**src/rtl/pattern_rom_arbiter.sv**
```systemverilog
// ============================================================================
// Module   : pattern_rom_arbiter
// Purpose  : Round-robin arbiter sharing one synchronous pattern ROM
//            (1-cycle read latency) among NUM_CH per-voice pattern
//            sequencers. One read can be issued per cycle. Each read word
//            is routed back to the channel that issued it with a one-hot
//            acknowledge pulse.
// Ports    : i_clk       - system clock, rising edge
//            i_rst_n     - asynchronous active-low reset
//            i_req       - per-channel read request (held until ack)
//            i_addr      - per-channel address, channel c at [c*AW +: AW]
//            o_ack       - one-hot pulse, o_rdata valid for that channel
//            o_rdata     - read data shared by all channels
//            o_rom_addr  - registered ROM address
//            i_rom_data  - ROM data, valid the cycle after o_rom_addr
//            o_busy      - a read is in flight in either pipeline stage
// Revision : 1.0 - initial release
// ============================================================================
`default_nettype none

module pattern_rom_arbiter #(
    parameter int NUM_CH = 4,
    parameter int AW     = 8,
    parameter int DW     = 16
) (
    input  logic                 i_clk,
    input  logic                 i_rst_n,
    input  logic [NUM_CH-1:0]    i_req,
    input  logic [NUM_CH*AW-1:0] i_addr,
    output logic [NUM_CH-1:0]    o_ack,
    output logic [DW-1:0]        o_rdata,
    output logic [AW-1:0]        o_rom_addr,
    input  logic [DW-1:0]        i_rom_data,
    output logic                 o_busy
);

    localparam int            PW       = (NUM_CH > 1) ? $clog2(NUM_CH) : 1;
    localparam logic [PW:0]   C_NUM_CH = (PW+1)'(NUM_CH);

    // Pipeline state: s1 = address presented to ROM, s2 = ROM data returning
    logic [PW-1:0]     rr_ptr_q,   rr_ptr_d;
    logic              s1_valid_q, s1_valid_d;
    logic [PW-1:0]     s1_id_q,    s1_id_d;
    logic              s2_valid_q;
    logic [PW-1:0]     s2_id_q;
    logic [AW-1:0]     rom_addr_q, rom_addr_d;

    logic [NUM_CH-1:0] w_elig;
    logic [NUM_CH-1:0] w_rot;
    logic              w_any;
    logic [PW-1:0]     w_off;
    logic [PW:0]       w_sum;
    logic [PW:0]       w_win_ext;
    logic [PW-1:0]     w_win_id;
    logic [PW:0]       w_nxt_ext;
    logic [AW-1:0]     w_win_addr;

    // A channel already occupying s1 or s2 is masked so a held request is
    // never granted twice for the same read.
    genvar g;
    generate
        for (g = 0; g < NUM_CH; g++) begin : g_elig
            assign w_elig[g] = i_req[g]
                             & ~(s1_valid_q & (s1_id_q == PW'(g)))
                             & ~(s2_valid_q & (s2_id_q == PW'(g)));
        end
    endgenerate

    // Rotate eligibility so bit 0 corresponds to rr_ptr, then pick the
    // lowest set bit; the winner is rr_ptr plus that offset, mod NUM_CH.
    assign w_rot = NUM_CH'({w_elig, w_elig} >> rr_ptr_q);
    assign w_any = |w_rot;

    always_comb begin
        w_off = '0;
        for (int i = NUM_CH-1; i >= 0; i--) begin
            if (w_rot[i]) begin
                w_off = PW'(i);
            end
        end
    end

    assign w_sum     = {1'b0, rr_ptr_q} + {1'b0, w_off};
    assign w_win_ext = (w_sum >= C_NUM_CH) ? (w_sum - C_NUM_CH) : w_sum;
    assign w_win_id  = w_win_ext[PW-1:0];
    assign w_nxt_ext = {1'b0, w_win_id} + {{PW{1'b0}}, 1'b1};

    always_comb begin
        w_win_addr = '0;
        for (int c = 0; c < NUM_CH; c++) begin
            if (w_win_id == PW'(c)) begin
                w_win_addr = i_addr[c*AW +: AW];
            end
        end
    end

    // Next-state: address and pointer only advance on a grant
    always_comb begin
        rr_ptr_d   = rr_ptr_q;
        s1_id_d    = s1_id_q;
        rom_addr_d = rom_addr_q;
        s1_valid_d = w_any;
        if (w_any) begin
            s1_id_d    = w_win_id;
            rom_addr_d = w_win_addr;
            rr_ptr_d   = (w_nxt_ext == C_NUM_CH) ? '0 : w_nxt_ext[PW-1:0];
        end
    end

    always_ff @(posedge i_clk or negedge i_rst_n) begin
        if (!i_rst_n) begin
            rr_ptr_q   <= '0;
            s1_valid_q <= 1'b0;
            s1_id_q    <= '0;
            s2_valid_q <= 1'b0;
            s2_id_q    <= '0;
            rom_addr_q <= '0;
        end else begin
            rr_ptr_q   <= rr_ptr_d;
            s1_valid_q <= s1_valid_d;
            s1_id_q    <= s1_id_d;
            rom_addr_q <= rom_addr_d;
            s2_valid_q <= s1_valid_q;
            s2_id_q    <= s1_id_q;
        end
    end

    // Ack is a pure decode of registered s2 state, so it is glitch-free
    // and at most one-hot by construction.
    generate
        for (g = 0; g < NUM_CH; g++) begin : g_ack
            assign o_ack[g] = s2_valid_q & (s2_id_q == PW'(g));
        end
    endgenerate

    assign o_rdata    = i_rom_data;
    assign o_rom_addr = rom_addr_q;
    assign o_busy     = s1_valid_q | s2_valid_q;

endmodule

`default_nettype wire

```
**config.mk**
```make
export PLATFORM = sky130hd
export DESIGN_NAME = pattern_rom_arbiter
export DESIGN_NICKNAME = d
export VERILOG_FILES = /design/src/rtl/pattern_rom_arbiter.sv
export SDC_FILE = /design/constraint.sdc
export NUM_CORES = 1
export LEC_CHECK = 0
export CAP_MARGIN = 20
export CORE_ASPECT_RATIO = 0.6
export CORE_MARGIN = 4
export CORE_UTILIZATION = 40
export DETAILED_ROUTE_END_ITERATION = 6
export DONT_BUFFER_PORTS = 1
export PLACE_DENSITY = 0.57
export SYNTH_ARGS = -nofsm -noshare
export SYNTH_HDL_FRONTEND = slang
export SYNTH_SLANG_ARGS = --single-unit
```
**constraint.sdc**
```tcl
create_clock -name i_clk -period 6.45 [get_ports i_clk]
set_clock_uncertainty 0.15 [all_clocks]
set_input_delay 0.9675 -clock i_clk [delete_from_list [all_inputs] [get_ports i_clk]]
set_output_delay 0.9675 -clock i_clk [all_outputs]
set_load 0.02 [all_outputs]
```
==> impl_metrics.json <==
{
  "die_width_um": 79.95,
  "share_of_the_yosys_chip_area_belonging_to_registers_pct": 32.23,
  "synth.ff_latch_count": 16,
  "die_height_um": 51.17,
  "worstReg2RegStart": "s2_valid_q",
  "drive_gt1_share_pct": 8.333,
  "numCtsBuffers": 3,
  "antenna_violations_before_repair": 0,
  "netlist_top_cells_count": "sky130_fd_sc_hd__a21oi_1, sky130_fd_sc_hd__buf_4, sky130_fd_sc_hd__dfrtp_1, sky130_fd_sc_hd__nor3_1",
  "crit_arrival_ns": 3.64,
  "synth_async_sr_flop_share_pct": 100.0,
  "drt_wl_total_mm": 2.589,
  "floorplan.io_pins": 83,
  "starting_density_of_the_core_pct": 42.44,
  "detail_route.first_pass.iterations": 4,
  "timing.slew.headroom_pct": 62.42,
  "clk_pin_slew_ns": 0.06,
  "tns_ns": 0,
  "setup.worst_path.start_class": "input pin",
  "crit_required_ns": 6.47,
  "post_synth_inst_count": 140,
  "max-clock-path-buffers": 2,
  "commonest_register_cell_after_synthesis": "sky130_fd_sc_hd__dfrtp_1",
  "finalInstanceArea_mm2": 0.001190,
  "final_core_utilization_pct": 40.64,
  "r2r_end": "o_rom_addr[5]",
  "holdBufCountCts": 0,
  "crit_slowest_cell": "sky130_fd_sc_hd__nor3b_1",
  "global_route.usage.met3_pct": 7.394,
  "reg2regPathDepth": 13,
  "first_global_vias": 869,
  "synthDominantCellAreaShare_pct": 32.23,
  "hpwlAfterDp_mm": 2.084,
  "tritoncts": "built",
  "row_count": 15,
  "yosysWarningCount": 0,
  "cp_num_buf_inv": 0,
  "synth_nets": 199,
  "synthTopCellsByArea": "sky130_fd_sc_hd__dfrtp_1, sky130_fd_sc_hd__buf_4, sky130_fd_sc_hd__a21oi_1",
  "yosys.area.top_type": "sky130_fd_sc_hd__dfrtp_1",
  "cts_setup_buffers": 0,
  "post-synth-top-count-cell": "sky130_fd_sc_hd__a21oi_1",
  "viasPerCell": 5.759,
  "critical_path.top_delay_family": "simple AND/OR/NAND/NOR gates",
  "antenna_cells": 0,
  "grt_overflow_total": 0,
  "rsz0062_at_grt": "no",
  "critical_path.startpoint": "i_req[0]",
  "critical_path_class": "in -> reg",
  "drc": 0,
  "grtUsageMet1_pct": 14.44,
  "path_cells": "nor3b_1 -> nor3_1 -> a311oi_1 -> o211ai_1 -> ha_1 -> xnor2_1 -> ha_1 -> nor2b_1 -> a221oi_1 -> nor3_1 -> a21oi_1 -> a21oi_1",
  "final_worst_path_period_share_pct": 56.01,
  "cts-root-buf": "sky130_fd_sc_hd__clkbuf_8",
  "nNetsFinal": 180,
  "grt_max_degree": 22,
  "finalSetupViolations": 0,
  "layer_carrying_the_most_global_route_usage": "met2",
  "number_of_flops_mapped_to_enable_cells_by_yosys": 0,
  "cts.repair.resized": 0,
  "via_count": 933,
  "design.die.area_mm2": 0.004091,
  "final_hold_viol_count": 0,
  "final_weighted_congestion_in_routability_driven_placement": 0.7180,
  "ant_nets": 0,
  "finalWorstPathRequiredPeriod_ns": 3.613,
  "dr.first_iter.drc_count": 36,
  "max_freq_mhz": 276.8,
  "ys_types": 36,
  "track_usage_pct": 12.37,
  "ctsHtreeMaxLevel": 1,
  "post_synth_instance_area_mm2": 0.001242,
  "io_buffer_count": 0,
  "maxSlewViolCount": 0,
  "design.core.area_mm2": 0.002928,
  "maxCapViolCount": 0,
  "synthToLayoutAreaGrowth_pct": -4.230,
  "worst_slew_pin_slew_ns": 0.5612,
  "post_synth.cell_area_avg_um2": 8.875,
  "use_met2_pct": 18.96,
  "post_dp_cell_area_mm2": 0.001135,
  "setup.worst_path.end_class": "flip-flop",
  "run_status": "complete, no violations",
  "worstSkewPairLatency_ns": 0.25,
  "finalHoldWorstSlack_ns": 0.2550,
  "hold_path.class": "in -> async",
  "cts.sinks": 16,
  "regToRegSetupSlack_ns": 2.86,
  "crit_path_max_incr_delay_ns": 0.46,
  "wl_per_cell_um": 15.98,
  "global_route_wire_length_before_repair_mm": 3.953,
  "timing.critical_path.fanout_max": 10
}
## cells by family (layout without fill, tap and decap cells)
logic type | count (synthesis) | after routing | share of synthesized area (%)
AND/OR/NAND/NOR | 47 | 47 | 22.26
AO/OA/AOI/OAI | 37 | 37 | 20.85
buffers and inverters | 29 | 9 | 14.40
flip-flops | 16 | 16 | 32.23
adder cells (fa/ha/maj) | 6 | 6 | 5.841
multiplexers | 3 | 3 | 3.021
XOR/XNOR | 2 | 2 | 1.410
## worst max-delay path by stage
stage | depth (start not counted) | to
after floorplan | 13 | o_rom_addr[6]
after global placement | 12 | o_rom_addr[4]
after detailed placement | 12 | o_rom_addr[5]
after CTS | 12 | o_rom_addr[5]
after global routing | 13 | o_rom_addr[4]
final | 12 | o_rom_addr[5]
## per-stage QoR
step                setup slack [ns]  instances
finish                         2.837        162
global route                   2.453        162
detailed placement             2.589        158
CTS                            2.852        162
floorplan                      2.879        140
global placement               2.726        158
## flip-flops by register name (all words and copies together), names as in the netlist
register / count
s2_valid_q: 1
s1_valid_q: 1
s1_id_q: 2
rr_ptr_q: 2
o_rom_addr: 8
s2_id_q: 2
## per-layer routing
metal / share of wire [%] / vias up
met5: 0 / -
met4: 1.9 / 0
met1: 41 / 429
met3: 12 / 14
li1: - / 456
met2: 45 / 34
## cell type report
cell class                 count  area [um^2]
fill                         299         1738
tap                           42        52.55
sequential                    16        400.4
multi-input combinational     95        663.1
clock buffer                   4        55.05
inverter                       5        18.77
## cell usage in the layout (no fill, tap or decap), types with 2 or more instances in the layout
cell and n:
sky130_fd_sc_hd__nand2_1 3, sky130_fd_sc_hd__a221oi_1 7, sky130_fd_sc_hd__nor2b_1 8, sky130_fd_sc_hd__nand3b_1 5
sky130_fd_sc_hd__and3_1 3, sky130_fd_sc_hd__nor3_1 9, sky130_fd_sc_hd__dfrtp_1 16, sky130_fd_sc_hd__inv_1 5
sky130_fd_sc_hd__a21oi_1 17, sky130_fd_sc_hd__ha_1 5, sky130_fd_sc_hd__clkbuf_8 4, sky130_fd_sc_hd__o211ai_1 3
sky130_fd_sc_hd__a211o_1 3, sky130_fd_sc_hd__nand3_1 5, sky130_fd_sc_hd__nor3b_2 2, sky130_fd_sc_hd__nor2_1 8
Power is not shown: default switching activity piles up to over one toggle a cycle in this logic, so the estimate is an artifact.
==> edit 1 (config.mk and constraints unchanged) <==
Make the reset (`i_rst_n`) synchronous in one clocked block. Comments in the files are not updated.
--- a/src/rtl/pattern_rom_arbiter.sv
+++ b/src/rtl/pattern_rom_arbiter.sv
@@ -109,3 +109,3 @@
 
-    always_ff @(posedge i_clk or negedge i_rst_n) begin
+    always_ff @(posedge i_clk) begin
         if (!i_rst_n) begin
Check against the original RTL: differs if i_rst_n is asserted again (counterexample within 4 cycles, from zero or initial values and one cycle with i_rst_n low); with i_rst_n held inactive, the same outputs for 10 cycles.
==> edit 1 against the unedited design <==
Wire length grew 17%. Sequential cell count is the same. Count of clock-buffer cells in the layout is the same. Final area grew 3.5%. Worst setup slack lost 0.0028 ns. Area after synthesis grew 3.2%. Critical path depth grew 1.
==> edit 1: results (changes against the unedited design) <==
Critical path
  • Worst EP arrival: 3.63 ns (about the same)
  • R2R Setup Slk: 2.83 ns (-0.03 ns)

Detailed routing
  • Vias: 998 (+7.0%)
  • Drt first pass iters: 4 (unchanged)
  • Final WL: 3.03 mm (+17%)
  • First DRT Iteration DRCs: 116 (+220%)

Clocking
  • Clk root buf: clkbuf_8

Run status
  • Status: finished clean

Synth
  • Syn_nets: 205 (+3.0%)
  • Asr flop ratio synth: 0% (-100 points)
  • Sequential area share after synthesis: 25.0% (-7.2 points)
  • Top_reg_cell synth: dfxtp_1
  • Top cells by area, synth: dfxtp_1 (25%), buf_4 (10%), a211oi_2 (7.8%)
  • Yosys cell types: 40 (+11%)
  • Top post-synthesis cells by count: buf_4 (17), dfxtp_1 (16), nor2_1 (11), a21oi_1 (10)

Global routing
  • First-pass GRT wire length: 4.80 mm (+21%)
  • Number of global-route vias before repair: 946 (+8.9%)
  • Tot GR Track Use: 15.0% (+2.6 points)
  • Initial antenna violation count: 0 (unchanged)

Power and ir drop
  • Worst vdd ir: 229 uV

Final layout
  • Max FFs per register: 8 (unchanged)
  • Nets: 186 (+3.3%)
  • # diodes: 0 (unchanged)
  • Share of cells above drive strength 1: 18.3% (+9.9 points)
  • # fillers: 303 (+1.3%)

Placed design
  • HPWL after detailed placement: 2.34 mm (+12%)
  • Cell area after placement: 0.00118 sq mm (+3.6%)
  • RePlAce Congestion: 0.777 (+8.3%)
  • Pre-CTS setup slack: 2.73 ns (+0.140 ns)

STA
  • Fmax: 277 MHz (about the same)
  • Worst-Margin Slew: 0.668 ns (+0.107 ns)
  • Min Hold Slack: 0.388 ns (+0.133 ns)

Worst hold path
  • Hold crit path type: reg2reg
-- edit 1: changes by cell type in the layout (fill, tap and decap cells not counted), sizes merged, moves of 3 or more --
| cell | delta |
|---|---|
| mux2 | -3 |
| dfrtp | -16 |
| dfxtp | +16 |
| nand4 | +3 |
| a211oi | +8 |
| nor2 | +3 |
| and2 | +3 |
| a21oi | -7 |
| nor3b | -3 |
| a211o | -3 |
-- edit 1: logic make-up after synthesis --
| family | after synthesis | synth area share (%) |
|---|---|---|
| AND/OR/NAND/NOR | 52 | 24.6 |
| AO/OA/AOI/OAI | 39 | 27.9 |
| flip-flops | 16 | 25.0 |
| XOR/XNOR | 2 | 1.37 |
| buffers and inverters | 29 | 13.9 |
| multiplexers | 2 | 1.56 |
| adder cells (fa/ha/maj) | 6 | 5.76 |
-- edit 1: stage by stage --
stage               std cells  total power (W)
CTS                       168         0.000759
global route              168         0.000831
global placement          164         0.000644
finish                    168         0.000755
floorplan                 146         0.000598
detailed placement        164         0.000664
-- edit 1: critical path: stages (launching register included) --
cell and delay (ns):
dfxtp_1 0.41, or3b_4 0.44, and3_1 0.22, nor3_1 0.17
a311oi_1 0.07, o211ai_1 0.20, ha_1 0.27, xnor2_1 0.14
ha_1 0.33, nor2b_1 0.48, a221oi_1 0.16, nor3_1 0.19
a21oi_1 0.08, a211oi_2 0.24
-- edit 1: metal layers --
| metal | global-route usage, % | share of wire [%] |
|---|---|---|
| met1 | 19.6 | 44 |
| met2 | 22.9 | 48 |
| met3 | 5.71 | 6.8 |
| met4 | 4.49 | 1.2 |
| met5 | 0 | 0 |
-- edit 1: final cells by class --
class	instances	area [sq um]	area share, %
Clock buffer	4	55.1	4.47
Inverter	5	18.8	1.52
Multi-Input combinational cell	101	785	63.7
Sequential cell	16	320	26.0
Tap cell	42	52.6	4.27
-- edit 1: worst paths after layout --
path               from       endpoint  cells after the start
max          s1_valid_q  o_rom_addr[3]                     13
min reg2reg  s1_id_q[0]     s2_id_q[0]                      1
min          s1_id_q[0]     s2_id_q[0]                      1
max reg2reg  s1_valid_q  o_rom_addr[3]                     13
-- edit 1: report_power, final --
| group | internal, W | leakage (nW) | switching (W) |
|---|---|---|---|
| registers | 0.000133 | 0.133 | 0.0000583 |
| logic | 0.000212 | 0.322 | 0.000262 |
| clock network | 0.0000541 | 0.0288 | 0.0000355 |
| total | 0.000400 | 0.483 | 0.000356 |
==> edit 2 (config.mk and constraints unchanged) <==
Without the edit above. Change the parameter `NUM_CH` from 4 to 8.
--- a/src/rtl/pattern_rom_arbiter.sv
+++ b/src/rtl/pattern_rom_arbiter.sv
@@ -21,3 +21,3 @@
 module pattern_rom_arbiter #(
-    parameter int NUM_CH = 4,
+    parameter int NUM_CH = 8,
     parameter int AW     = 8,
Ports: changed (resized i_addr, i_req and o_ack); port bits go from 83 to 123. The function was not compared with the original's and may differ.
==> edit 2 against the unedited design <==
Sequential share of layout area shrank 14 points. Sequential cell count grew 3. Final area up 100%. Area after synthesis is 95% higher. Worst setup slack worse by 1.8 ns. Synthesized cell count rose by 110%. Non-clock buffer count increased by 5. Die area increased by 81%. Wire length rose to 2.6 times the old value. Critical path depth is 3 higher. Critical endpoint is now o_rom_addr[0].
Power is not shown: default switching activity piles up to over one toggle a cycle in this logic, so the estimate is an artifact.
==> edit 2: results (changes against the unedited design) <==
Final layout
  • Share of cells above drive strength 1: 11.9% (+3.6 points)
  • Final std cells w/o fill: 349 (+120%)
  • # fillers: 596 (+99%)
  • Max FFs per register: 8 (unchanged)
  • Nets: 368 (+100%)

Placed design
  • HPWL after detailed placement: 5.30 mm (+150%)
  • RePlAce Congestion: 0.817 (+14%)

Synth
  • Synth Area in XOR/XNOR: 1.08% (-0.33 points)
  • Synth Instances: 299 (+110%)
  • Synth Area in Adders: 4.43% (-1.4 points)
  • Top cells by area, synth: dfrtp_1 (20%), a21oi_1 (7.4%), buf_4 (4.9%)
  • Top post-synthesis cells by count: a21oi_1 (36), nor2_1 (28), dfrtp_1 (19), inv_1 (17), nor3_1 (17)
  • Yosys cell types: 57 (+58%)
  • Syn_nets: 397 (+99%)
  • Synth Area in Compound Gates: 33.1% (+12 points)
  • Sequential area share after synthesis: 19.6% (-13 points)

Critical path
  • R2R depth: 15 (+2)
  • Slowest CP cell: ha_1
  • R2R Setup Slk: 1.05 ns (-1.81 ns)
  • Crit path from: rr_ptr_q[0]
  • Family with the most delay on the worst path: adder cells
  • Max incr delay on CP: 0.83 ns (+0.37 ns)
  • Maximum fanout along the worst path: 22 (+12)
  • Worst EP arrival: 5.42 ns (+1.78 ns)
  • Crit path to: o_rom_addr[0]

Global routing
  • Tot GR Track Use: 17.6% (+5.2 points)
  • Number of global-route vias before repair: 1,936 (+120%)
  • Pin count of the biggest net entering global routing: 26 (+18%)
  • First-pass GRT wire length: 10.2 mm (+160%)

STA
  • Min Hold Slack: 0.241 ns (-0.0139 ns)

Clocking
  • Cts bufs inserted: 3 (unchanged)
  • Clock-pin slew on the worst setup and hold paths: 0.08 ns (+0.02 ns)
  • # Post-CTS Setup Buffers: 0 (unchanged)

Detailed routing
  • Wire per inst: 19.0 um (+19%)
  • DRT met1 WL: 3.18 mm (+200%)
  • Routed wire length on met3: 584 um (+84%)
  • Via/cell ratio: 6.22 (+8.0%)
  • Routed wl met2: 2.84 mm (+150%)
  • First DRT Iteration DRCs: 153 (+330%)

Run status
  • Status: finished clean
edit 2: cell count changes after synthesis, moves of 8 or more:
cell | before | now
inv_1 | 5 | 17
nor2_1 | 8 | 28
a21oi_1 | 17 | 36
nand2_1 | 3 | 11
o21ai_0 | 0 | 9
clkbuf_1 | 5 | 16
nor3_1 | 9 | 17
a22oi_1 | 0 | 8
edit 2: area by class of cell:
type,instances,area share (%)
Sequential cell,19,19.9
Clock buffer,3,1.73
Timing Repair Buffer,5,1.57
Clock inverter,1,0.315
Inverter,17,2.68
Tap cell,80,4.20
Multi-Input combinational cell,224,69.6
edit 2: through the flow:
step                util, %  setup WS, ns  instance area [sq um]
floorplan                 -          1.14                   2430
global placement       40.8          1.13                   2330
detailed placement     40.8          1.08                   2330
CTS                    41.6          1.12                   2380
global route           41.6         0.704                   2380
finish                 41.6          1.05                   2380
edit 2: routing by layer:
metal  up-vias  GRT usage (%)
met5         -              0
met3         8           6.13
met1      1034           26.3
met2        76           24.6
met4         0           2.20
li1       1052              -
